File: src/rtl/hazard3_cir_queue_if.sv
// Handshake bundle between fetch, the CIR halfword queue and decode.
// master: fetch/decode side that drives data, jumps and retirement.
// slave:  the queue itself.
interface hazard3_cir_queue_if;
  logic [31:0] f_rdata;
  logic        f_rdata_vld;
  logic        f_rdata_rdy;
  logic        f_jump_now;
  logic [31:0] f_jump_target;
  logic [31:0] fd_cir;
  logic [1:0]  fd_cir_vld;
  logic [1:0]  df_cir_use;
  logic        df_cir_lock;

  modport master (
    output f_rdata, f_rdata_vld, f_jump_now, f_jump_target, df_cir_use, df_cir_lock,
    input  f_rdata_rdy, fd_cir, fd_cir_vld
  );

  modport slave (
    input  f_rdata, f_rdata_vld, f_jump_now, f_jump_target, df_cir_use, df_cir_lock,
    output f_rdata_rdy, fd_cir, fd_cir_vld
  );
endinterface

File: src/rtl/hazard3_cir_queue.sv
// Fetch-side halfword queue producing the current instruction register.
// Fetch words enter as two halfwords (or only the upper one after a jump to
// a halfword-aligned target); decode retires 0..2 halfwords per cycle.
// Optional feature macro: HAZARD3_CIR_BYPASS_EN -- when defined, a word
// arriving at an empty queue is presented on fd_cir in the same cycle.
module hazard3_cir_queue #(
  parameter int          DEPTH        = 6,
  parameter logic [31:0] RESET_VECTOR = 32'h0,
  localparam int         LW           = $clog2(DEPTH + 1)
) (
  input  logic                 clk,
  input  logic                 rst,
  hazard3_cir_queue_if.slave   bus,
  output logic [LW-1:0]        level
);

  localparam logic [LW-1:0] RDY_MAX = LW'(DEPTH - 2);

  logic [15:0]   q      [DEPTH];
  logic [15:0]   ext    [DEPTH+2];
  logic [15:0]   q_nxt  [DEPTH];
  logic          drop_lo;
  logic [1:0]    reg_vld;
  logic          push;
  logic [1:0]    push_cnt;
  logic [15:0]   ph0;
  logic [15:0]   ph1;
  logic [LW-1:0] level_nxt;
  logic [1:0]    keep;
  logic          unused_jump_bits;

  // Only bit 1 of the target matters: it says whether the first fetched
  // halfword lies below the target and must be dropped.
  assign unused_jump_bits = ^{bus.f_jump_target[31:2], bus.f_jump_target[0]};

  assign reg_vld         = (level >= LW'(2)) ? 2'd2 : level[1:0];
  assign bus.f_rdata_rdy = (level <= RDY_MAX);
  assign push            = bus.f_rdata_vld && bus.f_rdata_rdy && !bus.f_jump_now;
  assign push_cnt        = drop_lo ? 2'd1 : 2'd2;
  assign ph0             = drop_lo ? bus.f_rdata[31:16] : bus.f_rdata[15:0];
  assign ph1             = bus.f_rdata[31:16];

`ifdef HAZARD3_CIR_BYPASS_EN
  // CIR view: stored halfwords, or the incoming word when the queue is empty.
  always_comb begin
    bus.fd_cir     = {q[1], q[0]};
    bus.fd_cir_vld = reg_vld;
    if (level == '0 && push) begin
      bus.fd_cir     = {ph1, ph0};
      bus.fd_cir_vld = push_cnt;
    end
  end
`else
  assign bus.fd_cir     = {q[1], q[0]};
  assign bus.fd_cir_vld = reg_vld;
`endif

  // Extended view: stored entries with the pushed halfwords placed at level.
  // NOTE: every output of a combinational block gets a default before any
  // conditional write, otherwise synthesis infers latches.
  always_comb begin
    for (int i = 0; i < DEPTH; i++) ext[i] = q[i];
    ext[DEPTH]   = '0;
    ext[DEPTH+1] = '0;
    if (push) begin
      for (int i = 0; i < DEPTH + 2; i++) begin
        if (i == int'(level))                    ext[i] = ph0;
        else if (i == int'(level) + 1 && !drop_lo) ext[i] = ph1;
      end
    end
  end

  // Retire by shifting the extended view down by df_cir_use.
  always_comb begin
    for (int i = 0; i < DEPTH; i++) begin
      case (bus.df_cir_use)
        2'd1:    q_nxt[i] = ext[i+1];
        2'd2:    q_nxt[i] = ext[i+2];
        default: q_nxt[i] = ext[i];
      endcase
    end
    level_nxt = level + LW'(push_cnt & {2{push}}) - LW'(bus.df_cir_use);
  end

  // Halfwords of the locked instruction kept across a jump.
  always_comb begin
    keep = (q[0][1:0] == 2'b11) ? 2'd2 : 2'd1;
    if (keep > reg_vld) keep = reg_vld;
  end

  // Queue state: reset, jump flush (optionally keeping the locked CIR), or
  // normal retire-and-append.
  // NOTE: sequential state uses non-blocking assignments so every register
  // samples pre-edge values regardless of statement order.
  // NOTE: the storage array is reset because fd_cir must read zero after reset.
  always_ff @(posedge clk) begin
    if (rst) begin
      level   <= '0;
      drop_lo <= RESET_VECTOR[1];
      for (int i = 0; i < DEPTH; i++) q[i] <= '0;
    end else if (bus.f_jump_now) begin
      level   <= bus.df_cir_lock ? LW'(keep) : '0;
      drop_lo <= bus.f_jump_target[1];
    end else begin
      level <= level_nxt;
      for (int i = 0; i < DEPTH; i++) q[i] <= q_nxt[i];
      if (push) drop_lo <= 1'b0;
    end
  end

  a_use_legal: assert property (@(posedge clk) disable iff (rst)
    bus.df_cir_use <= bus.fd_cir_vld);
  a_no_overflow: assert property (@(posedge clk) disable iff (rst)
    level <= LW'(DEPTH));

endmodule

File: src/flat_wrapper.sv
// flat-port wrapper written by rule: the top's interface ports become plain ports
module hazard3_cir_queue_flat 
#(
  parameter int          DEPTH        = 6,
  parameter logic [31:0] RESET_VECTOR = 32'h0,
  localparam int         LW           = $clog2(DEPTH + 1)
)
  (clk, rst, level, bus_f_rdata, bus_f_rdata_vld, bus_f_jump_now, bus_f_jump_target, bus_df_cir_use, bus_df_cir_lock, bus_f_rdata_rdy, bus_fd_cir, bus_fd_cir_vld);
  hazard3_cir_queue_if bus_i ();
  input  logic clk;
  input  logic rst;
  output logic [LW-1:0] level;
  input wire logic [$bits(bus_i.f_rdata)-1:0] bus_f_rdata;
  input wire logic [$bits(bus_i.f_rdata_vld)-1:0] bus_f_rdata_vld;
  input wire logic [$bits(bus_i.f_jump_now)-1:0] bus_f_jump_now;
  input wire logic [$bits(bus_i.f_jump_target)-1:0] bus_f_jump_target;
  input wire logic [$bits(bus_i.df_cir_use)-1:0] bus_df_cir_use;
  input wire logic [$bits(bus_i.df_cir_lock)-1:0] bus_df_cir_lock;
  output wire logic [$bits(bus_i.f_rdata_rdy)-1:0] bus_f_rdata_rdy;
  output wire logic [$bits(bus_i.fd_cir)-1:0] bus_fd_cir;
  output wire logic [$bits(bus_i.fd_cir_vld)-1:0] bus_fd_cir_vld;
  assign bus_i.f_rdata = bus_f_rdata;
  assign bus_i.f_rdata_vld = bus_f_rdata_vld;
  assign bus_i.f_jump_now = bus_f_jump_now;
  assign bus_i.f_jump_target = bus_f_jump_target;
  assign bus_i.df_cir_use = bus_df_cir_use;
  assign bus_i.df_cir_lock = bus_df_cir_lock;
  assign bus_f_rdata_rdy = bus_i.f_rdata_rdy;
  assign bus_fd_cir = bus_i.fd_cir;
  assign bus_fd_cir_vld = bus_i.fd_cir_vld;
  hazard3_cir_queue #(.DEPTH(DEPTH), .RESET_VECTOR(RESET_VECTOR)) u_core (.clk(clk), .rst(rst), .bus(bus_i), .level(level));
endmodule
File: config.mk
export PLATFORM = sky130hd
export DESIGN_NAME = hazard3_cir_queue_flat
export DESIGN_NICKNAME = d
export VERILOG_FILES = /design/src/rtl/hazard3_cir_queue_if.sv /design/src/rtl/hazard3_cir_queue.sv /design/src/flat_wrapper.sv
export SDC_FILE = /design/constraint.sdc
export NUM_CORES = 1
export LEC_CHECK = 0
export CAP_MARGIN = 10
export CORE_MARGIN = 5
export CORE_UTILIZATION = 51
export DETAILED_ROUTE_END_ITERATION = 6
export GPL_TIMING_DRIVEN = 0
export PLACE_DENSITY_LB_ADDON = 0.08
export SETUP_SLACK_MARGIN = 0.02
export SYNTH_ARGS = -nofsm -noshare
export SYNTH_HDL_FRONTEND = slang
export SYNTH_SLANG_ARGS = --single-unit
File: constraint.sdc
create_clock -name clk -period 3.4 [get_ports clk]
set_clock_uncertainty 0.2 [all_clocks]
set_input_delay 0.68 -clock clk [delete_from_list [all_inputs] [get_ports clk]]
set_output_delay 0.68 -clock clk [all_outputs]
set_load 0.02 [all_outputs]
Yosys cells after proc, flatten, opt, wreduce, memory -nomap -nowiden
Memories as Yosys holds them, arrays and structs flattened. Index checks and enable logic that the tools add are counted.

Multiplexer cells: 43. Eq/ne operators: 17. Divide/modulo/power cells: 0. Magnitude comparators: 3. Reduce and logical (&&, ||, !) cells: 15. Shift operators: 0. Add/sub/neg operators: 3. $mul: 0. Bitwise gates (word level): 7.

Operator list (number): $mux W16 (23); $pmux W16 S2 (6); $eq A4 B32 Y1 const A (4); $mux W128 (1); $eq A3 B32 Y1 const A (2); $eq A2 B32 Y1 const A (1); $logic_not A32 Y1 (1); $eq A3 B3 Y1 const A (4); $logic_and A1 B1 Y1 (10); $mux W2 (5); $mux W1 (7); $eq A2 B3 Y1 const A (2); $or A1 B1 Y1 (6); $add A3 B1 Y4 const B (1); $eq A2 B2 Y1 const B (2); $add A3 B3 Y3 (1); $eq A1 B3 Y1 const A (1); $ge A3 B2 Y1 const B (1); $le A3 B3 Y1 const B (1); $logic_not A3 Y1 (1); $mux W3 (1); $sub A3 B2 Y3 (1); $and A2 B2 Y2 (1); $eq A2 B1 Y1 const B (1); other kinds (3) (4).

Bits in latches: 0. Memories: 1. Register bits: 4. Memory bits (read-only): 0. RAM bits: 96. Input port bits: 71.

Memory list: u_core.q (words 6, width 16, rd ports 6, clocked after Yosys merged registers in 0, write ports 6, RTL line hazard3_cir_queue.sv:19) `logic [15:0] q [DEPTH];`.

Longest topological paths before layout
Depth after elaboration: 8. Depth in mapped cells: 12. Depth with buffers taken out: 10.

Worst setup path after synthesis
No wires, ideal clock.

Path type: in2reg. Start: input rst. End: register u_core.level[0]. Path buffers: 0. Setup slack: -116 ps. Setup time: 74 ps. Arrival: 3241 ps. Stages on the path: 3. Path through: nand2b_1 or3b_2 o21ai_0.

RTL lines: from (decl) (RTL line flat_wrapper.sv:11) `input logic rst;`; to (signal assigned) (RTL line hazard3_cir_queue.sv:102) `level <= bus.df_cir_lock ? LW'(keep) : '0;`; to (signal assigned) (RTL line hazard3_cir_queue.sv:105) `level <= level_nxt;`; to (decl) (RTL line hazard3_cir_queue.sv:14) `output logic [LW-1:0] level`.

==> out/qor.txt <==
status -> complete, but fails checks
violated checks -> design-rule violations
RSZ-0062 raised after global routing -> false
largest net degree at the start of global routing -> 55
Hold-fix buffers, CTS -> 0
Leak -> 3.17 nW
post-synthesis sequential area ratio -> 36.5%
max-slew violation count -> 0
Max rail drop VDD -> 357 uV
share of cells above drive strength 1 -> 20.5%
Max stage delay on crit path -> 0.55 ns
R2R setup slack -> 0.12 ns
Worst EP arrival -> 3.32 ns
power share of the clock group -> 28.9%
setup-violating endpoint count in the final report -> 0
post-route DRC violation count -> 2
die area -> 0.0185 sq mm
hold-critical path depth -> 2
Starting Density -> 51.5%
Crit-path slowest cell -> clkbuf_1
clk root buf -> clkbuf_16
Critical Path Most Common Cell -> clkbuf_1
Ys Warns -> 0
FF-to-FF End -> u_core.q[2][10]
vias in the first global route -> 7,486
Period Utilization, post-route -> 97.6%
Worst Reg2Reg Path Length in Cells -> 10
Worst-Skew Late Latency -> 0.37 ns
GRT overflow -> 0
row cnt -> 46
critical path type -> in2reg
DR iter-0 viols -> 907
Final Hold Viols -> 0
Min-Delay Endpoint -> u_core.level[1]
Hold/Removal Path Class -> reg2reg
Syn-to-layout area delta -> 16.3%
internal power -> 2.48 mW
WL per Instance -> 26.2 microns
Psw -> 1.27 mW
switching share of total power -> 33.8%
hold path start -> u_core.q[0][1]
CTS Sinks -> 100
PortBufs -> 61
startpoint types -> input port
core area -> 0.0158 sq mm
TNS Setup -> 0 ns
Die W -> 136 microns
boundary pin count -> 109
Critical Path RT -> 3.40 ns
Die Ht -> 136 microns
worst hold slack -> 0.397 ns
WL final -> 30.1 mm
TritonCTS clock tree -> yes
most frequent cells in the layout -> 96 x edfxtp_1, 92 x nor2_1, 88 x nand2_1, 80 x mux2_2, 60 x clkdlybuf4s50_1
Yosys top cell area share -> 35.5%
Seq cells post-synth -> 100
Worst Max-Slew Pin Slew -> 1.01 ns
Vias -> 7,645
RD Place Congestion -> 0.921
CP Capture Type -> register
Layout Nets -> 1,006
CTS Buf Count -> 9
initial antenna violation count -> 0
clock tree buffer depth -> 2
Synth Instances -> 852
HPWL after detailed placement -> 21.9 mm
combinational share of power -> 31.0%
max_cap viols -> 0
drt pass-1 iters -> 7
synth top area cells -> edfxtp_1 35%, mux2_2 11%, mux2i_1 6.0%
mapped cell area -> 0.00812 sq mm
post-route minimum period -> 3.32 ns
global-route wire length before repair -> 44.3 mm
Detail Route Antenna Nets -> 0
H-tree depth -> 3
maximum operating frequency -> 0.301 GHz
DR vias/cell -> 6.65
Critical Path, Cell by Cell -> clkdlybuf4s50_1 -> inv_1 -> ha_1 -> clkbuf_1 -> and2_1 -> clkbuf_1 -> clkbuf_1 -> o211ai_1 -> o211ai_1
Yosys cell types -> 56
crit-path max FO -> 10
gr usage total -> 32.1%
clock slew at reported path FFs -> 0.07 ns
pwr dens -> 397 mW/mm^2
syn_area_per_cell -> 9.53 sq um
Seq pwr share -> 40.1%
relative slew slack -> 32.6%
syn nets -> 931
most common cell after layout, fill and taps aside -> edfxtp_1
total power -> 3.75 mW
Yosys top cell by area -> edfxtp_1
RR Startpoint -> u_core.level[0]
==> power groups by stage <==
stage	Sequential [mW]	Clock (mW)	Combinational (mW)
floorplan	1.57	0	0.683
global placement	1.53	0	1.08
detailed placement	1.53	0	1.11
CTS	1.50	1.07	1.12
global route	1.51	1.12	1.22
finish	1.50	1.08	1.16
==> registers in the layout (all words and copies together), names as in the netlist <==
register        count
u_core.drop_lo      1
u_core.level        3
u_core.q           96
==> cell families (layout without fill, tap and decap cells) <==
family,Yosys count,in the layout,share of synthesized area (%)
AO/OA/AOI/OAI,256,256,24.6
AND/OR/NAND/NOR,248,248,13.9
multiplexers,129,129,17.1
buffers and inverters,109,189,6.32
flip-flops,100,100,36.5
adder cells (fa/ha/maj),8,8,1.42
XOR/XNOR,2,2,0.216
other,0,1,0
==> per-layer routing <==
layer	vias up	routed length [microns]	GRT usage [%]
li1	3398	-	-
met1	3645	12300	43.3
met2	522	13400	49.2
met3	80	3350	8.25
met4	0	1040	13.2
met5	-	0	0
==> through the flow <==
| step | area (sq um) | instances | worst slack [ns] | utilization [%] |
|---|---|---|---|---|
| after floorplan | 8120 | 852 | 0.287 | - |
| after global placement | 9000 | 1129 | -1.05 | 57.1 |
| after detailed placement | 9040 | 1130 | -0.645 | 57.3 |
| after CTS | 9390 | 1148 | 0.00690 | 59.5 |
| after global routing | 9440 | 1148 | 0.0218 | 59.9 |
| final | 9440 | 1149 | 0.0805 | 59.9 |
==> how the worst max path moves through the flow <==
stage                      startpoint               to  slack [ns]
floorplan             u_core.level[2]   u_core.q[0][0]        0.29
global placement       bus_f_jump_now  u_core.q[0][13]       -1.05
detailed placement     bus_f_jump_now  u_core.q[0][10]       -0.64
CTS                   u_core.level[0]   u_core.q[3][9]       0.007
global route          u_core.level[0]  u_core.q[2][14]        0.02
finish              bus_df_cir_use[0]  u_core.q[1][15]        0.08
==> synthesized netlist by cell type (all sizes together) <==
master / number
nand4bb: 1
o221ai: 21
nand3: 17
fa: 2
a31oi: 1
nor4bb: 1
nand2b: 6
or4: 1
a22oi: 13
nor3: 7
a21oi: 18
o211ai: 20
o211a: 1
nor4b: 3
o32ai: 1
o21ai: 49
mux2i: 49
inv: 10
nor2b: 1
buf: 35
o21a: 17
dfxtp: 4
nand2: 90
ha: 6
xnor2: 2
a211oi: 21
and2: 17
edfxtp: 96
and3b: 1
and4bb: 1
nor3b: 4
mux2: 80
nor2: 94
o22ai: 32
clkbuf: 64
or3b: 3
o21bai: 1
or2: 1
a221oi: 29
a32oi: 16
o22a: 16
==> area by class of cell <==
class	count	area, sq um
fill	1396	6330
antenna	1	2.50
inverter	10	37.5
clock buffer	11	233
buffer	99	500
tap	216	270
timing repair buffer	64	656
multi-input combinational	643	4720
sequential	100	2970
clock inverter	5	60.1
==> critical path: cells and delay by family <==
kind	cells	cell delay, ns
AO/OA/AOI/OAI	2	0.33
adder cells (fa/ha/maj)	1	0.27
buffers and inverters	5	1.84
AND/OR/NAND/NOR	1	0.19
==> timing repair <==
action | in CTS | in global routing
gates resized for setup | 12 | 22
setup endpoints to repair | 84 | 72
endpoints found under the hold margin | 0 | 0
pin swaps | 1 | 0
buffers inserted | 2 | 0
Note: power is estimated with default switching activity, not from simulation.
